==> config.mk <==
export PLATFORM = sky130hd
export DESIGN_NAME = exhaustive_stim_sweeper_flat
export DESIGN_NICKNAME = d
export VERILOG_FILES = /design/src/rtl/exhaustive_stim_sweeper_if.sv /design/src/rtl/exhaustive_stim_sweeper.sv /design/src/flat_wrapper.sv
export SDC_FILE = /design/constraint.sdc
export NUM_CORES = 1
export LEC_CHECK = 0
export BUFFER_PORTS_ARGS = -buffer_cell sky130_fd_sc_hd__buf_2
export CORE_UTILIZATION = 30
export CTS_BUF_LIST = sky130_fd_sc_hd__clkbuf_8 sky130_fd_sc_hd__clkbuf_16
export CTS_CLUSTER_SIZE = 30
export DETAILED_ROUTE_END_ITERATION = 8
export PLACE_DENSITY = 0.57
export SYNTH_ARGS = -nofsm -noshare
export SYNTH_HDL_FRONTEND = slang
export SYNTH_SLANG_ARGS = --single-unit
==> constraint.sdc <==
create_clock -name clk -period 4.4 [get_ports clk]
set_input_delay 0.88 -clock clk [delete_from_list [all_inputs] [get_ports clk]]
set_output_delay 0.88 -clock clk [all_outputs]
set_load 0.05 [all_outputs]
==> src/rtl/exhaustive_stim_sweeper_if.sv <==
// Control and DUT-side signal bundle for the exhaustive truth-table sweeper.
interface exhaustive_stim_sweeper_if #(
  parameter int N_IN  = 3,
  parameter int N_OUT = 2
);
  logic              start;
  logic              abort;
  logic              mode_gray;
  logic [N_IN-1:0]   stim;
  logic [N_OUT-1:0]  dut_out;
  logic [N_OUT-1:0]  golden_out;
  logic              busy;
  logic              done;
  logic [N_IN:0]     err_count;
  logic              first_err_valid;
  logic [N_IN-1:0]   first_err_vec;

  // Board / test-harness side: drives controls and the DUT and golden responses.
  modport master (
    output start, abort, mode_gray, dut_out, golden_out,
    input  stim, busy, done, err_count, first_err_valid, first_err_vec
  );

  // Sweeper side.
  modport slave (
    input  start, abort, mode_gray, dut_out, golden_out,
    output stim, busy, done, err_count, first_err_valid, first_err_vec
  );
endinterface

==> src/rtl/exhaustive_stim_sweeper.sv <==
// Exhaustive truth-table tester: walks all 2^N_IN input vectors in binary or
// Gray order, holds each for DWELL clocks, and compares DUT vs golden outputs
// on the last clock of each dwell.
//
// state | meaning
// IDLE  | waiting for start; results of an aborted sweep stay visible
// APPLY | driving code(index), counting down the dwell
// DONE  | sweep complete; results held until next start
module exhaustive_stim_sweeper #(
  parameter int N_IN  = 3,
  parameter int N_OUT = 2,
  parameter int DWELL = 10
) (
  input logic                    clk,
  input logic                    rst_n,
  exhaustive_stim_sweeper_if.slave bus
);

  localparam int CW = $clog2(DWELL);
  localparam logic [CW-1:0]   CNT_RELOAD = CW'(DWELL - 1);
  localparam logic [N_IN-1:0] LAST_IDX   = '1;

  typedef enum logic [1:0] {
    IDLE  = 2'd0,
    APPLY = 2'd1,
    DONE  = 2'd2
  } state_t;

  state_t          state_q, state_d;
  logic [N_IN-1:0] index_q, index_d;
  logic [CW-1:0]   cnt_q, cnt_d;
  logic            gray_q, gray_d;
  logic [N_IN-1:0] stim_q, stim_d;
  logic            busy_q, busy_d;
  logic            done_q, done_d;
  logic [N_IN:0]   err_count_q, err_count_d;
  logic            fev_valid_q, fev_valid_d;
  logic [N_IN-1:0] fev_vec_q, fev_vec_d;

  logic [N_OUT-1:0] diff;
  logic             mismatch;
  logic             start_ok;
  logic             check_now;
  logic             last_vec;

  function automatic logic [N_IN-1:0] code_of(input logic [N_IN-1:0] i, input logic g);
    return g ? (i ^ (i >> 1)) : i;
  endfunction

  assign diff      = bus.dut_out ^ bus.golden_out;
  assign mismatch  = |diff;
  // abort outranks start everywhere, so a simultaneous pair never launches a sweep
  assign start_ok  = bus.start && !bus.abort;
  assign check_now = (cnt_q == '0);
  assign last_vec  = (index_q == LAST_IDX);

  // State register.
  always_ff @(posedge clk or negedge rst_n) begin
    if (!rst_n) state_q <= IDLE;
    else        state_q <= state_d;
  end

  // Next-state logic.
  always_comb begin
    state_d = state_q;
    unique case (state_q)
      IDLE, DONE: if (start_ok) state_d = APPLY;
      APPLY: begin
        if (bus.abort)                  state_d = IDLE;
        else if (check_now && last_vec) state_d = DONE;
      end
      default: state_d = IDLE;
    endcase
  end

  // Datapath and output next values; everything holds unless updated here.
  always_comb begin
    index_d     = index_q;
    cnt_d       = cnt_q;
    gray_d      = gray_q;
    stim_d      = stim_q;
    busy_d      = busy_q;
    done_d      = done_q;
    err_count_d = err_count_q;
    fev_valid_d = fev_valid_q;
    fev_vec_d   = fev_vec_q;
    unique case (state_q)
      IDLE, DONE: begin
        if (start_ok) begin
          index_d     = '0;
          cnt_d       = CNT_RELOAD;
          gray_d      = bus.mode_gray;
          stim_d      = '0;
          busy_d      = 1'b1;
          done_d      = 1'b0;
          err_count_d = '0;
          fev_valid_d = 1'b0;
          fev_vec_d   = '0;
        end
      end
      APPLY: begin
        if (bus.abort) begin
          busy_d = 1'b0;
          done_d = 1'b0;
        end else if (check_now) begin
          if (mismatch) begin
            err_count_d = err_count_q + 1'b1;
            if (!fev_valid_q) begin
              fev_valid_d = 1'b1;
              fev_vec_d   = stim_q;
            end
          end
          if (last_vec) begin
            busy_d = 1'b0;
            done_d = 1'b1;
          end else begin
            index_d = index_q + 1'b1;
            cnt_d   = CNT_RELOAD;
            stim_d  = code_of(index_q + 1'b1, gray_q);
          end
        end else begin
          cnt_d = cnt_q - 1'b1;
        end
      end
      default: ;
    endcase
  end

  // Datapath registers.
  always_ff @(posedge clk or negedge rst_n) begin
    if (!rst_n) begin
      index_q     <= '0;
      cnt_q       <= '0;
      gray_q      <= 1'b0;
      stim_q      <= '0;
      busy_q      <= 1'b0;
      done_q      <= 1'b0;
      err_count_q <= '0;
      fev_valid_q <= 1'b0;
      fev_vec_q   <= '0;
    end else begin
      index_q     <= index_d;
      cnt_q       <= cnt_d;
      gray_q      <= gray_d;
      stim_q      <= stim_d;
      busy_q      <= busy_d;
      done_q      <= done_d;
      err_count_q <= err_count_d;
      fev_valid_q <= fev_valid_d;
      fev_vec_q   <= fev_vec_d;
    end
  end

  assign bus.stim            = stim_q;
  assign bus.busy            = busy_q;
  assign bus.done            = done_q;
  assign bus.err_count       = err_count_q;
  assign bus.first_err_valid = fev_valid_q;
  assign bus.first_err_vec   = fev_vec_q;

endmodule

==> src/flat_wrapper.sv <==
// flat-port wrapper written by rule: the top's interface ports become plain ports
module exhaustive_stim_sweeper_flat 
#(
  parameter int N_IN  = 3,
  parameter int N_OUT = 2,
  parameter int DWELL = 10
)
  (clk, rst_n, bus_start, bus_abort, bus_mode_gray, bus_dut_out, bus_golden_out, bus_stim, bus_busy, bus_done, bus_err_count, bus_first_err_valid, bus_first_err_vec);
  exhaustive_stim_sweeper_if #(.N_IN(N_IN), .N_OUT(N_OUT)) bus_i ();
  input logic clk;
  input logic rst_n;
  input wire logic [$bits(bus_i.start)-1:0] bus_start;
  input wire logic [$bits(bus_i.abort)-1:0] bus_abort;
  input wire logic [$bits(bus_i.mode_gray)-1:0] bus_mode_gray;
  input wire logic [$bits(bus_i.dut_out)-1:0] bus_dut_out;
  input wire logic [$bits(bus_i.golden_out)-1:0] bus_golden_out;
  output wire logic [$bits(bus_i.stim)-1:0] bus_stim;
  output wire logic [$bits(bus_i.busy)-1:0] bus_busy;
  output wire logic [$bits(bus_i.done)-1:0] bus_done;
  output wire logic [$bits(bus_i.err_count)-1:0] bus_err_count;
  output wire logic [$bits(bus_i.first_err_valid)-1:0] bus_first_err_valid;
  output wire logic [$bits(bus_i.first_err_vec)-1:0] bus_first_err_vec;
  assign bus_i.start = bus_start;
  assign bus_i.abort = bus_abort;
  assign bus_i.mode_gray = bus_mode_gray;
  assign bus_i.dut_out = bus_dut_out;
  assign bus_i.golden_out = bus_golden_out;
  assign bus_stim = bus_i.stim;
  assign bus_busy = bus_i.busy;
  assign bus_done = bus_i.done;
  assign bus_err_count = bus_i.err_count;
  assign bus_first_err_valid = bus_i.first_err_valid;
  assign bus_first_err_vec = bus_i.first_err_vec;
  exhaustive_stim_sweeper #(.N_IN(N_IN), .N_OUT(N_OUT), .DWELL(DWELL)) u_core (.clk(clk), .rst_n(rst_n), .bus(bus_i));
endmodule
# After elaboration in Yosys (flattened, before gate mapping)

Index checks and enable logic that the tools add are counted.

Flip-flop bits (word level): 23
Input port bits: 9
Output and inout port bits: 13
Logic and storage cells: 86

Add/subtract/negate cells: 3
Eq/ne operators: 13
Multiplexer cells: 43
Bitwise logic cells: 2
Reductions and logical operators: 15

Operators with widths:

| operator              | number |
|---|---|
| $mux W3               | 12 |
| $mux W4               | 8 |
| $pmux W3 S2           | 3 |
| $pmux W4 S2           | 2 |
| $mux W1               | 11 |
| $reduce_and A5 Y1     | 2 |
| $ne A3 B2 Y1 const B  | 3 |
| $reduce_and A4 Y1     | 2 |
| $mux W2               | 3 |
| $ne A2 B1 Y1 const B  | 3 |
| $ne A2 B2 Y1 const B  | 3 |
| $pmux W1 S2           | 3 |
| $reduce_and A6 Y1     | 1 |
| $add A4 B1 Y4 const B | 1 |
| $logic_not A4 Y1      | 1 |
| $pmux W2 S2           | 1 |
| $reduce_and A2 Y1     | 2 |
| $reduce_or A2 Y1      | 2 |
| $sub A4 B1 Y4 const B | 1 |
| $add A3 B1 Y3 const B | 1 |
| $eq A3 B3 Y1 const B  | 1 |
| $ne A3 B3 Y1 const B  | 1 |
| $xor A3 B2 Y3         | 1 |
| $eq A2 B1 Y1 const B  | 1 |
| 6 further kinds       | 7 |

# Logic depth before layout (Yosys ltp)

Gate-level depths: netlist (run 1).

Word-level depth: 7
Gate-level depth with buffers: 6
Mapped depth without buffers: 6

# Worst setup path after synthesis (run 1)

OpenSTA, ideal clock, no wires.

Path kind: input port to flip-flop
Start point: input bus_abort
End point: register u_core.cnt_q[3]
Library setup time: 0.136 ns
Arrival: 2.047 ns
Required time: 4.264 ns
Slack: 2.217 ns
Stages: 5
Buffers on the path: 1
Path through: clkbuf_1 > or3b_2 > or3_1 > a21oi_1 > a31oi_1

Word-level cells in the longest chain between the ends: 4
Elaborated cells on any way between the ends: 5

Ends and longest elaborated chain:

| item                                 | line                           | source |
|---|---|---|
| start, declared                      | flat_wrapper.sv:13             | `input wire logic [$bits(bus_i.abort)-1:0] bus_abort;` |
| $logic_not A1 Y1                     | exhaustive_stim_sweeper.sv:53  | `assign start_ok = bus.start && !bus.abort;` |
| $logic_and A1 B1 Y1                  | exhaustive_stim_sweeper.sv:53  |  |
| $ne A2 B1 Y1 (no source line)        | -                              |  |
| $reduce_and A4 Y1 (no source line) * | -                              |  |
| end signal, assigned                 | exhaustive_stim_sweeper.sv:143 | `cnt_q <= cnt_d;` |
| end, declared                        | exhaustive_stim_sweeper.sv:31  | `logic [CW-1:0] cnt_q, cnt_d;` |

Every way passes the cells marked *; elsewhere a longest branch is shown, timed or not.
A chain may end at the register's enable or synchronous reset.

# Final worst setup path (run 1)

Start point: input bus_golden_out[0]
End point: register u_core.fev_vec_q[2] (netlist: u_core.bus.first_err_vec[2])

Word-level cells in the longest chain between the ends: 4

Ends and longest elaborated chain:

| item                               | line                           | source |
|---|---|---|
| start, declared                    | flat_wrapper.sv:16             | `input wire logic [$bits(bus_i.golden_out)-1:0] bus_golden_out;` |
| $xor A2 B2 Y2                      | exhaustive_stim_sweeper.sv:50  | `assign diff = bus.dut_out ^ bus.golden_out;` |
| $reduce_or A2 Y1                   | exhaustive_stim_sweeper.sv:51  | `assign mismatch = \|diff;` |
| $ne A2 B1 Y1 (no source line)      | -                              |  |
| $reduce_and A6 Y1 (no source line) | -                              |  |
| end signal, assigned               | exhaustive_stim_sweeper.sv:150 | `fev_vec_q <= fev_vec_d;` |
| end, declared                      | exhaustive_stim_sweeper.sv:38  | `logic [N_IN-1:0] fev_vec_q, fev_vec_d;` |

Every way passes these cells.

==> flow_summary.rst, run 1 <==
.. list-table::
   :header-rows: 1

   * - Metric
     - Value
   * - Number of global-route vias before repair
     - around 850
   * - Minimum hold slack
     - 0.509 ns
   * - Max stage delay on crit path
     - slightly above 0.8 ns
   * - Crit-path leading delay family
     - simple AND/OR/NAND/NOR gates
   * - Type of the most critical hold path
     - reg -> reg
   * - Maximum Capacitance Violations
     - 0
   * - Multi-input gate area
     - 512 um^2
   * - Clock Tree Root
     - sky130_fd_sc_hd__clkbuf_8
   * - Core area
     - about 0.0034 mm^2
   * - Kind of end point of the critical path
     - register
   * - CTS tree
     - yes
   * - Overall die height
     - around 62 um
   * - Number of sinks driven by the clock tree
     - 22
   * - # fillers
     - 360
   * - FF+latch count, synth
     - 22
   * - All-Layer GR Usage
     - around an eighth
   * - Pins Over Slew Limit
     - 0
   * - Post-CTS clock slew at the launch and capture registers of the worst setup and hold paths
     - roughly 0.080 ns
   * - Number of standard-cell rows in the floorplan
     - 21
   * - Number of post-CTS setup repair buffers
     - 0
   * - Biggest area contributors in the synthesized netlist
     - sky130_fd_sc_hd__dfrtp_1 (50%), sky130_fd_sc_hd__a22o_1 (5.6%), sky130_fd_sc_hd__ha_1 (4.6%)
   * - Leakage power
     - around 0.00063 uW
   * - Primary flip-flop cell chosen by synthesis mapping
     - sky130_fd_sc_hd__dfrtp_1
   * - Worst clock skew
     - about 0.0021 ns
   * - Quantity of hold-fixing buffers added after cts
     - 0
   * - Fin cells
     - 167
   * - Crit path required time
     - about 4.6 ns
   * - Status
     - complete, no violations
   * - Arrival time of the worst setup path
     - 2.38 ns
   * - X dimension of the die
     - just over 60 um
   * - Number of placed instances, taps included
     - between 150 and 200
   * - Final count of hold timing violations
     - 0
   * - Slowest-stage cell, CP
     - sky130_fd_sc_hd__nor3_1
   * - Critical path class
     - in -> reg
   * - Routed Wire Length
     - 2220 um
   * - Post-layout nets
     - about 140
   * - Asr flop ratio synth
     - 100%
   * - Clock latency reported for the late side of the worst-skew pair
     - between 0.2 and 0.3 ns
   * - Initial standard-cell utilization of the core
     - around a third
   * - Synth Area per Inst
     - 11.0 um^2
   * - Setup-failing EPs final
     - 0
   * - Number of synthesized flops with an enable pin
     - 0
   * - Distinct cell type count of the synthesized netlist
     - 34
   * - Share of final-layout standard cells stronger than drive strength 1
     - between 20% and 30%
   * - Detailed-route DRC error count
     - 0
   * - Shortest clock period the worst path allows after layout
     - 2.22 ns
   * - Area of the mapped netlist
     - approximately 0.0011 mm^2
   * - Maximum operating frequency
     - 451 MHz
   * - Via/cell ratio
     - 5.15
   * - Unrepaired setup endpoints after global routing
     - false
   * - Cell Area, Placed
     - approximately 0.0012 mm^2
   * - Post-Route Setup TNS
     - 0 ns
   * - Power Density
     - ~390 mW/mm^2
   * - Ordered list of cells on the worst path
     - buf_2 -> xor2_1 -> nor3_1 -> nor3_1 -> a22o_1
   * - Final Cell Area
     - between 0.001 and 0.0015 mm^2
   * - Placer Congestion
     - 0.763
   * - Die area
     - between 0.003 and 0.004 mm^2
   * - Placed wire-length estimate
     - approximately 1700 um
   * - Longest Clk Path Bufs
     - 2
   * - Top cell by count, worst path
     - sky130_fd_sc_hd__nor3_1
   * - Number of design-rule violations left by the first detailed-router iteration
     - 46
   * - Wire length of the first global-routing pass
     - about 4000 um
   * - Area taken by flip-flops and latches
     - roughly 550 um^2
   * - Startpoint types
     - input port
   * - Antenna Nets Post-Route
     - 0
   * - Antenna diode count
     - 0
   * - Combined buffer and inverter count along the critical path
     - 1
   * - Deepest level of the CTS H-tree
     - 1
   * - Length of the first detailed-routing pass in iterations
     - 4
   * - Relative area change from synthesis to final layout
     - 18.6%
   * - Detailed-route wire length per cell
     - 13.3 um
   * - Sequential element share of the synthesized area
     - slightly above 50%
   * - Critical path fanouts, max
     - 11
   * - Ratio of final minimum period to clock period
     - 50.4%
   * - Count of buffers from port buffering
     - 21
   * - Net count of the mapped netlist
     - between 100 and 150
   * - I/O Pins
     - 22
   * - Total of cells resized after clock tree synthesis
     - 0
   * - Number of instances in the synthesized netlist
     - 99
   * - Number of antenna violations at the first check in global routing
     - 0
   * - Grt ovf
     - 0
   * - Cell taking the most area after synthesis
     - sky130_fd_sc_hd__dfrtp_1
   * - Vias after detailed routing
     - between 800 and 900
   * - VDD IR-drop max
     - around 0.00023 V
   * - Synth warnings
     - 0
   * - Yosys top cell area share
     - about half
   * - Largest net degree at the start of global routing
     - 23
   * - Worst Max-Slew Pin Slew
     - between 1 and 1.5 ns
   * - CTS Buf Count
     - 3
   * - Relative slew margins
     - approximately 30%
==> synthesized netlist by cell type (2+ instances only) <==
cell	n
sky130_fd_sc_hd__a21o_1	4
sky130_fd_sc_hd__a22o_1	7
sky130_fd_sc_hd__o41ai_1	2
sky130_fd_sc_hd__nand3_1	2
sky130_fd_sc_hd__nand2_1	6
sky130_fd_sc_hd__nor2_1	4
sky130_fd_sc_hd__ha_1	4
sky130_fd_sc_hd__nor2b_1	2
sky130_fd_sc_hd__o21ai_0	5
sky130_fd_sc_hd__a21oi_1	3
sky130_fd_sc_hd__mux2_2	3
sky130_fd_sc_hd__inv_1	4
sky130_fd_sc_hd__dfrtp_1	22
sky130_fd_sc_hd__nor3_1	4
sky130_fd_sc_hd__xor2_1	2
sky130_fd_sc_hd__o31ai_1	4
sky130_fd_sc_hd__nand2b_1	2
sky130_fd_sc_hd__clkbuf_1	2
sky130_fd_sc_hd__nor3b_1	2
==> worst register-to-register path: stages (launching register included) <==
cell	delay [ns]
sky130_fd_sc_hd__dfrtp_1	0.43
sky130_fd_sc_hd__nand2b_1	0.26
sky130_fd_sc_hd__nor3_1	0.89
sky130_fd_sc_hd__nor3_1	0.18
sky130_fd_sc_hd__a22o_1	0.23
==> stage by stage <==
| step | power (uW) | worst slack, ns | utilization [%] |
|---|---|---|---|
| after CTS | 508 | 2.19 | 37.9 |
| after floorplan | 328 | 2.22 | - |
| after global placement | 354 | 1.97 | 36.3 |
| after detailed placement | 359 | 1.90 | 36.3 |
| final | 501 | 2.18 | 37.9 |
| after global routing | 530 | 2.03 | 37.9 |
==> report_power, final <==
| group | leakage, uW | total (uW) | switching (uW) | internal (uW) |
|---|---|---|---|---|
| clock network | 0.0000288 | 146 | 66.6 | 79.9 |
| registers | 0.000289 | 246 | 22.1 | 223 |
| logic | 0.000315 | 109 | 66.8 | 42.2 |
| total | 0.000633 | 501 | 156 | 345 |
==> logic make-up after synthesis <==
logic type	Yosys count	share of synthesized area, %
AO/OA/AOI/OAI	30	19.9
XOR/XNOR	3	2.41
adder cells (fa/ha/maj)	4	4.58
buffers and inverters	7	2.75
flip-flops	22	50.4
multiplexers	4	4.01
AND/OR/NAND/NOR	29	15.9
==> routing by layer <==
metal  GRT usage [%]  wire length, um  vias to the layer above
met2            20.3             1020                       20
met5               0                0                        -
met1            16.7             1070                      424
met4            6.40               41                        0
li1                -                -                      411
met3            3.49               82                        5
==> state kept, by name, summed over array words and instances (netlist names) <==
signal and cells:
u_core.bus.err_count 4, u_core.cnt_q 4, u_core.bus.first_err_vec 3, u_core.index_q 3, u_core.bus.stim 2, u_core.state_q 2, u_core.bus.busy 1, u_core.bus.done 1
u_core.bus.first_err_valid 1, u_core.gray_q 1
==> final timing paths <==
check	cells past startpoint	start	end	slack (ns)
setup / recovery	5	bus_golden_out[0]	u_core.bus.first_err_vec[2]	2.18
hold / removal	1	u_core.bus.first_err_vec[1]	u_core.bus.first_err_vec[1]	0.51
setup reg to reg	4	u_core.state_q[1]	u_core.bus.first_err_vec[2]	2.31
hold reg to reg	1	u_core.bus.first_err_vec[1]	u_core.bus.first_err_vec[1]	0.51
max in group asynchronous	1	rst_n	u_core.state_q[1]	3.49
min in group asynchronous	1	rst_n	u_core.bus.err_count[0]	0.57
==> layout make-up <==
cell class              instances  area share, %
well taps                      46           4.44
repair buffers                 21           8.12
inverters                       4           1.16
flip-flops and latches         22           42.5
multi-input cells              70           39.5
clock buffers                   4           4.25
==> cell usage in the layout (no fill, tap or decap), types with 2 or more instances in the layout <==
cell type	synthesis	layout
sky130_fd_sc_hd__xor2_1	2	2
sky130_fd_sc_hd__nor2_1	4	4
sky130_fd_sc_hd__o41ai_1	2	2
sky130_fd_sc_hd__nor3_1	4	4
sky130_fd_sc_hd__inv_1	4	4
sky130_fd_sc_hd__dfrtp_1	22	22
sky130_fd_sc_hd__nand2b_1	2	2
sky130_fd_sc_hd__ha_1	4	4
sky130_fd_sc_hd__o31ai_1	4	4
sky130_fd_sc_hd__nor2b_1	2	2
sky130_fd_sc_hd__o21ai_0	5	5
sky130_fd_sc_hd__a22o_1	7	7
sky130_fd_sc_hd__nor3b_1	2	2
sky130_fd_sc_hd__buf_2	0	21
sky130_fd_sc_hd__mux2_2	3	3
sky130_fd_sc_hd__a21oi_1	3	3
sky130_fd_sc_hd__nand3_1	2	2
sky130_fd_sc_hd__a21o_1	4	4
sky130_fd_sc_hd__clkbuf_8	0	4
sky130_fd_sc_hd__nand2_1	6	6
No activity file was read; power rests on OpenSTA's default activity.
==> inputs of run 2 (changes only) <==
Settings changed: ABC_AREA set to 1, PLACE_DENSITY 0.57 to 0.58.
Clock period 4.4 ns to 2 ns, I/O delays scaled along.
==> flow_summary.rst, run 2 <==
.. list-table::
   :header-rows: 1

   * - Metric
     - Value
   * - Status
     - complete, no violations
   * - Placed wire-length estimate
     - about 2000 um
   * - Routed Wire Length
     - between 2000 and 3000 um
   * - VDD IR-drop max
     - approximately 0.0006 V
   * - Die area
     - between 0.004 and 0.005 mm^2
   * - Startpoint of the worst register-to-register path
     - u_core.cnt_q[0]
   * - Combinational fraction of design power
     - between 30% and 40%
   * - Final count of hold timing violations
     - 0
   * - Placer Congestion
     - 0.775
   * - Detailed-route DRC error count
     - 0
   * - Via/cell ratio
     - 4.55
   * - Switching fraction of total power
     - 40.6%
   * - Top library cells by usage in the layout, fill and taps aside
     - sky130_fd_sc_hd__nand2_1 (64), sky130_fd_sc_hd__dfrtp_1 (22), sky130_fd_sc_hd__buf_2 (21)
   * - I/O Pins
     - 22
   * - Number of sinks driven by the clock tree
     - 22
   * - Kind of end point of the critical path
     - register
   * - Type of the most critical hold path
     - in -> async
   * - Cell Area, Placed
     - approximately 0.0014 mm^2
   * - Distinct cell type count of the synthesized netlist
     - 22
   * - Worst Max-Slew Pin Slew
     - 0.510 ns
   * - Dominant combinational cell family by area after synthesis
     - simple AND/OR/NAND/NOR gates
   * - Synthesized-area fraction occupied by and/or/nand/nor cells
     - 38.4%
   * - Ratio of final minimum period to clock period
     - between 70% and 80%
   * - XOR/XNOR share of the synthesized area
     - 1.38%
   * - Number of instances in the synthesized netlist
     - 169
   * - Overall die height
     - 67.1 um
   * - Number of synthesized flops with an enable pin
     - 0
   * - Critical R2R Capture
     - u_core.bus.stim[1]
   * - Unrepaired setup endpoints after global routing
     - false
   * - All-Layer GR Usage
     - 12.9%
   * - X dimension of the die
     - 67.1 um
   * - Post-layout nets
     - 207
   * - Leading cell type in the layout, fill and taps excluded
     - sky130_fd_sc_hd__nand2_1
   * - Critical path class
     - reg -> reg
   * - Clock group share of total power
     - between 20% and 30%
   * - Initial standard-cell utilization of the core
     - 31.6%
   * - Number of global-route vias before repair
     - between 1,000 and 1,500
   * - Number of design-rule violations left by the first detailed-router iteration
     - 37
   * - Core area
     - 0.00403 mm^2
   * - Share of final-layout standard cells stronger than drive strength 1
     - about a fifth
   * - Number of standard-cell rows in the floorplan
     - 23
   * - Worst clock skew
     - about 0.0025 ns
   * - Number of post-CTS setup repair buffers
     - 0
   * - Relative slew margins
     - about two thirds
   * - Arrival time of the worst setup path
     - between 1.5 and 2 ns
   * - Flop2flop setup slack
     - around 0.51 ns
   * - Total of cells resized after clock tree synthesis
     - 0
   * - Antenna Nets Post-Route
     - 0
   * - Shortest clock period the worst path allows after layout
     - 1.49 ns
   * - Largest net degree at the start of global routing
     - 23
   * - Area of the mapped netlist
     - 0.00127 mm^2
   * - Sequential element share of the synthesized area
     - between 40% and 50%
   * - Detailed-route wire length per cell
     - approximately 11 um
   * - Yosys top cell area share
     - 43.3%
   * - Internal power summed over all cells
     - ~870 uW
   * - Primary flip-flop cell chosen by synthesis mapping
     - sky130_fd_sc_hd__dfrtp_1
   * - Clock Tree Root
     - sky130_fd_sc_hd__clkbuf_8
   * - Cell taking the most area after synthesis
     - sky130_fd_sc_hd__dfrtp_1
   * - Most instantiated cells after synthesis
     - sky130_fd_sc_hd__nand2_1 (64), sky130_fd_sc_hd__dfrtp_1 (22), sky130_fd_sc_hd__inv_1 (19)
   * - Count of buffers from port buffering
     - 21
   * - Antenna diode count
     - 0
   * - Count of cells along the worst register-to-register path
     - 7
   * - Length of the first detailed-routing pass in iterations
     - 4
   * - Multiplexer fraction of the synthesized cell area
     - 0.885%
   * - Longest Clk Path Bufs
     - 2
   * - Deepest level of the CTS H-tree
     - 1
   * - Final Cell Area
     - approximately 0.0015 mm^2
   * - Power Density
     - 980 mW/mm^2
   * - Maximum operating frequency
     - 673 MHz
   * - Wire length of the first global-routing pass
     - 4380 um
   * - Number of antenna violations at the first check in global routing
     - 0
   * - Quantity of hold-fixing buffers added after cts
     - 0
   * - Maximum Capacitance Violations
     - 0
   * - Post-CTS clock slew at the launch and capture registers of the worst setup and hold paths
     - 0.08 ns
   * - Synth Area per Inst
     - 7.53 um^2
   * - Startpoint types
     - register
   * - Leakage power
     - between 0.0008 and 0.0009 uW
   * - Vias after detailed routing
     - between 1,000 and 1,500
   * - Fraction of the mapped netlist area in adder cells
     - under 10%
   * - Net count of the mapped netlist
     - around 180
   * - Pins Over Slew Limit
     - 0
   * - Count leader, synth
     - sky130_fd_sc_hd__nand2_1
   * - Clock latency reported for the late side of the worst-skew pair
     - roughly 0.26 ns
   * - Crit path required time
     - ~2.2 ns
   * - Asr flop ratio synth
     - 100%
   * - Post-Route Setup TNS
     - 0 ns
   * - Part of the total power dissipated in sequential elements
     - between 40% and 50%
   * - Fraction of the mapped netlist area in compound gates
     - under 10%
   * - Synth warnings
     - 0
   * - Critical path fanouts, max
     - 9
   * - Minimum hold slack
     - between 0.09 and 0.1 ns
   * - FF+latch count, synth
     - 22
   * - Switching power summed over all nets
     - between 500 and 600 uW
   * - Setup-failing EPs final
     - 0
   * - CTS Buf Count
     - 3
   * - CTS tree
     - yes
   * - Biggest area contributors in the synthesized netlist
     - sky130_fd_sc_hd__dfrtp_1 (43%), sky130_fd_sc_hd__nand2_1 (19%), sky130_fd_sc_hd__inv_1 (5.6%)
   * - Relative area change from synthesis to final layout
     - 16.9%
   * - Grt ovf
     - 0
## run 2: power groups by stage
stage          registers, uW  clock network, uW  logic (uW)
4_1_cts                  609                340         534
6_report                 608                325         526
3_5_place_dp             618                  0         532
2_1_floorplan            735                  0         284
3_3_place_gp             615                  0         528
5_1_grt                  620                359         601
## run 2: kinds of logic (layout without fill, tap and decap cells)
| group | count (synthesis) | count (layout) |
|---|---|---|
| flip-flops | 22 | 22 |
| buffers and inverters | 24 | 48 |
| XOR/XNOR | 2 | 2 |
| AND/OR/NAND/NOR | 107 | 107 |
| adder cells (fa/ha/maj) | 4 | 4 |
| AO/OA/AOI/OAI | 9 | 9 |
| multiplexers | 1 | 1 |
## run 2: worst max-delay path, cell delays in order (launching register included)
cell and delay [ns]:
sky130_fd_sc_hd__dfrtp_1 0.38, sky130_fd_sc_hd__inv_1 0.09, sky130_fd_sc_hd__ha_1 0.20, sky130_fd_sc_hd__nand3_1 0.12
sky130_fd_sc_hd__nand2_1 0.27, sky130_fd_sc_hd__nand3_2 0.17, sky130_fd_sc_hd__nand2_1 0.09, sky130_fd_sc_hd__nand2_1 0.05
## run 2: area by class of cell
type / count / area, um^2
Sequential cell: 22 / 551
Multi-Input combinational cell: 123 / 628
Tap cell: 50 / 62.6
Inverter: 23 / 86.3
Fill cell: 432 / 2540
Clock buffer: 4 / 55.1
Timing Repair Buffer: 21 / 105
## run 2: worst max-delay path by stage
| stage | endpoint | cells after the start | start |
|---|---|---|---|
| after floorplan | u_core.bus.err_count[2] | 6 | u_core.bus.err_count[0] |
| after global placement | u_core.bus.err_count[0] | 7 | u_core.cnt_q[0] |
| after detailed placement | u_core.index_q[0] | 7 | u_core.cnt_q[0] |
| after CTS | u_core.bus.err_count[0] | 7 | u_core.cnt_q[0] |
| after global routing | u_core.bus.err_count[3] | 7 | u_core.cnt_q[0] |
| final | u_core.bus.stim[1] | 7 | u_core.cnt_q[0] |
## run 2: metal layers
metal / vias to the layer above / share of wire (%) / track usage [%]
li1: 583 / - / -
met1: 497 / 49 / 16.9
met2: 23 / 47 / 21.1
met3: 2 / 4.1 / 4.11
met4: 0 / 0.43 / 1.60
met5: - / 0 / 0
## run 2: stage by stage
stage	utilization (%)	std cells	setup WS (ns)	power (uW)
after global placement	35.6	239	0.557	1140
final	36.9	243	0.514	1460
after floorplan	-	169	0.673	1020
after global routing	36.9	243	0.379	1580
after detailed placement	35.6	239	0.528	1150
after CTS	36.9	243	0.518	1480
==> inputs of run 3 (changes only) <==
Settings changed: ABC_AREA 1 to 0, PLACE_DENSITY 0.58 to 0.57.
Clock period 2 ns to 1.4 ns, I/O delays scaled along.
==> flow_summary.rst, run 3 (synthesis results as in run 1) <==
.. list-table::
   :header-rows: 1

   * - Metric
     - Value
   * - Top library cells by usage in the layout, fill and taps aside
     - sky130_fd_sc_hd__buf_4 (23), sky130_fd_sc_hd__dfrtp_1 (22), sky130_fd_sc_hd__buf_2 (21)
   * - Wire length of the first global-routing pass
     - 4910 um
   * - Maximum Capacitance Violations
     - 0
   * - Max stage delay on crit path
     - approximately 0.39 ns
   * - Status
     - finished, violations left
   * - Number of antenna violations at the first check in global routing
     - 0
   * - Grt ovf
     - 0
   * - Antenna diode count
     - 0
   * - Overall power after layout
     - 1850 uW
   * - Startpoint of the most critical setup path
     - u_core.cnt_q[0]
   * - Setup-failing EPs final
     - 21
   * - CTS Buf Count
     - 3
   * - Final count of hold timing violations
     - 0
   * - Length of the first detailed-routing pass in iterations
     - 5
   * - Vias after detailed routing
     - 995
   * - Clock latency reported for the late side of the worst-skew pair
     - between 0.2 and 0.3 ns
   * - Maximum operating frequency
     - ~530 MHz
   * - Combinational fraction of design power
     - about a third
   * - Switching power summed over all nets
     - between 500 and 600 uW
   * - Number of sinks driven by the clock tree
     - 22
   * - Detailed-route wire length per cell
     - between 10 and 15 um
   * - Count of buffers from port buffering
     - 21
   * - Arrival time of the worst setup path
     - between 2 and 2.5 ns
   * - Fin cells
     - 202
   * - Antenna Nets Post-Route
     - 0
   * - Relative slew margins
     - between 60% and 70%
   * - Clock Tree Root
     - sky130_fd_sc_hd__clkbuf_8
   * - Number of design-rule violations left by the first detailed-router iteration
     - 11
   * - Cell Area, Placed
     - around 0.0015 mm^2
   * - Pins Over Slew Limit
     - 0
   * - CTS tree
     - yes
   * - Crit path required time
     - 1.56 ns
   * - Switching fraction of total power
     - a little under a third
   * - Clock group share of total power
     - 24.4%
   * - Placer Congestion
     - between 0.7 and 0.8
   * - Power Density
     - slightly above 1000 mW/mm^2
   * - Post-route setup slack
     - -0.472 ns
   * - Unrepaired setup endpoints after global routing
     - true
   * - Routed Wire Length
     - 2920 um
   * - Slowest-stage cell, CP
     - sky130_fd_sc_hd__dfrtp_1
   * - Die area
     - a little under 0.004 mm^2
   * - Worst hold path startpoint
     - bus_mode_gray
   * - Largest net degree at the start of global routing
     - 23
   * - Type of the most critical hold path
     - in -> reg
   * - Ordered list of cells on the worst path
     - inv_2 -> ha_4 -> or3b_4 -> o31a_1 -> or3_4 -> a22o_1
   * - I/O Pins
     - 22
   * - Shortest clock period the worst path allows after layout
     - approximately 1.9 ns
   * - Detailed-route DRC error count
     - 0
   * - VDD IR-drop max
     - between 0.0008 and 0.0009 V
   * - Deepest level of the CTS H-tree
     - 1
   * - Number of standard-cell rows in the floorplan
     - 21
   * - Number of placed instances, taps included
     - around 190
   * - X dimension of the die
     - between 60 and 70 um
   * - Leading cell type in the layout, fill and taps excluded
     - sky130_fd_sc_hd__buf_4
   * - Critical path class
     - reg -> reg
   * - Internal power summed over all cells
     - 1270 uW
   * - Ratio of final minimum period to clock period
     - 134%
   * - Worst Max-Slew Pin Slew
     - 0.501 ns
   * - Part of the total power dissipated in sequential elements
     - between 40% and 50%
   * - Number of global-route vias before repair
     - about 1,100
   * - Initial standard-cell utilization of the core
     - 32.0%
   * - Longest Clk Path Bufs
     - 2
   * - Startpoint of the worst register-to-register path
     - u_core.cnt_q[0]
   * - Final Cell Area
     - 0.00179 mm^2
   * - Worst clock skew
     - roughly 0.0038 ns
   * - Overall die height
     - about 62 um
   * - All-Layer GR Usage
     - between 10% and 20%
   * - Relative area change from synthesis to final layout
     - 64.0%
   * - Via/cell ratio
     - ~5
   * - Leakage power
     - 0.000845 uW
   * - Violated checks
     - setup timing
   * - Share of final-layout standard cells stronger than drive strength 1
     - 57.7%
   * - Post-layout nets
     - 170
   * - Post-CTS clock slew at the launch and capture registers of the worst setup and hold paths
     - ~0.080 ns
   * - Kind of end point of the critical path
     - register
   * - Critical path fanouts, max
     - 3
   * - Post-Route Setup TNS
     - -6.59 ns
   * - Startpoint types
     - register
   * - Placed wire-length estimate
     - between 1500 and 2000 um
   * - Final core utilization
     - roughly 52%
   * - Core area
     - ~0.0034 mm^2
-- run 3: worst max-delay path, delay by kind of cell (launching register included) --
kind                     cells  cell delay (ns)
AND/OR/NAND/NOR              2             0.71
AO/OA/AOI/OAI                2             0.45
flip-flops                   1             0.39
adder cells (fa/ha/maj)      1             0.13
buffers and inverters        1             0.07
-- run 3: power by group through the flow --
stage | Sequential (uW) | Combinational, uW | Clock [uW]
floorplan | 846 | 196 | 0
global placement | 759 | 466 | 0
detailed placement | 761 | 486 | 0
CTS | 754 | 583 | 467
global route | 766 | 695 | 492
finish | 757 | 644 | 452
-- run 3: timing repair --
action | 4_1_cts | 5_1_grt
hold buffers | 1 | 0
endpoints found under the setup margin | 21 | 21
pin swaps | 7 | 4
endpoints found under the hold margin | 22 | 0
buffers inserted | 4 | 5
gates resized for setup | 25 | 17
-- run 3: metal layers --
layer / wire length, um / global-route usage [%] / up-vias
met1: 1310 / 18.8 / 486
met2: 1490 / 29.8 / 24
met5: 0 / 0 / -
li1: - / - / 481
met3: 91 / 3.49 / 4
met4: 27 / 3.49 / 0
-- run 3: worst paths after layout --
path                                               endpoint  depth (start not counted)  slack [ns]
worst max-delay path            u_core.bus.first_err_vec[0]                          6       -0.47
worst min-delay path                          u_core.gray_q                          2        0.25
worst max register to register  u_core.bus.first_err_vec[0]                          6       -0.47
worst min register to register  u_core.bus.first_err_vec[2]                          1        0.52
max in group asynchronous           u_core.bus.err_count[2]                          2        0.55
min in group asynchronous                   u_core.bus.busy                          2        0.51
-- run 3: final cells by class --
cell class                      instances  area, um^2
Clock buffer                            4        55.1
Fill cell                             323        1620
Inverter                                4        15.0
Multi-Input combinational cell         70         693
Sequential cell                        22         551
Tap cell                               46        57.6
Timing Repair Buffer                   56         420
-- run 3: stage by stage --
stage / hold WS (ns) / setup WS (ns)
3_5_place_dp: 0.283 / -0.543
2_1_floorplan: -0.0156 / -0.446
3_3_place_gp: 0.278 / -0.490
5_1_grt: 0.253 / -0.530
6_report: 0.252 / -0.472
4_1_cts: 0.246 / -0.466
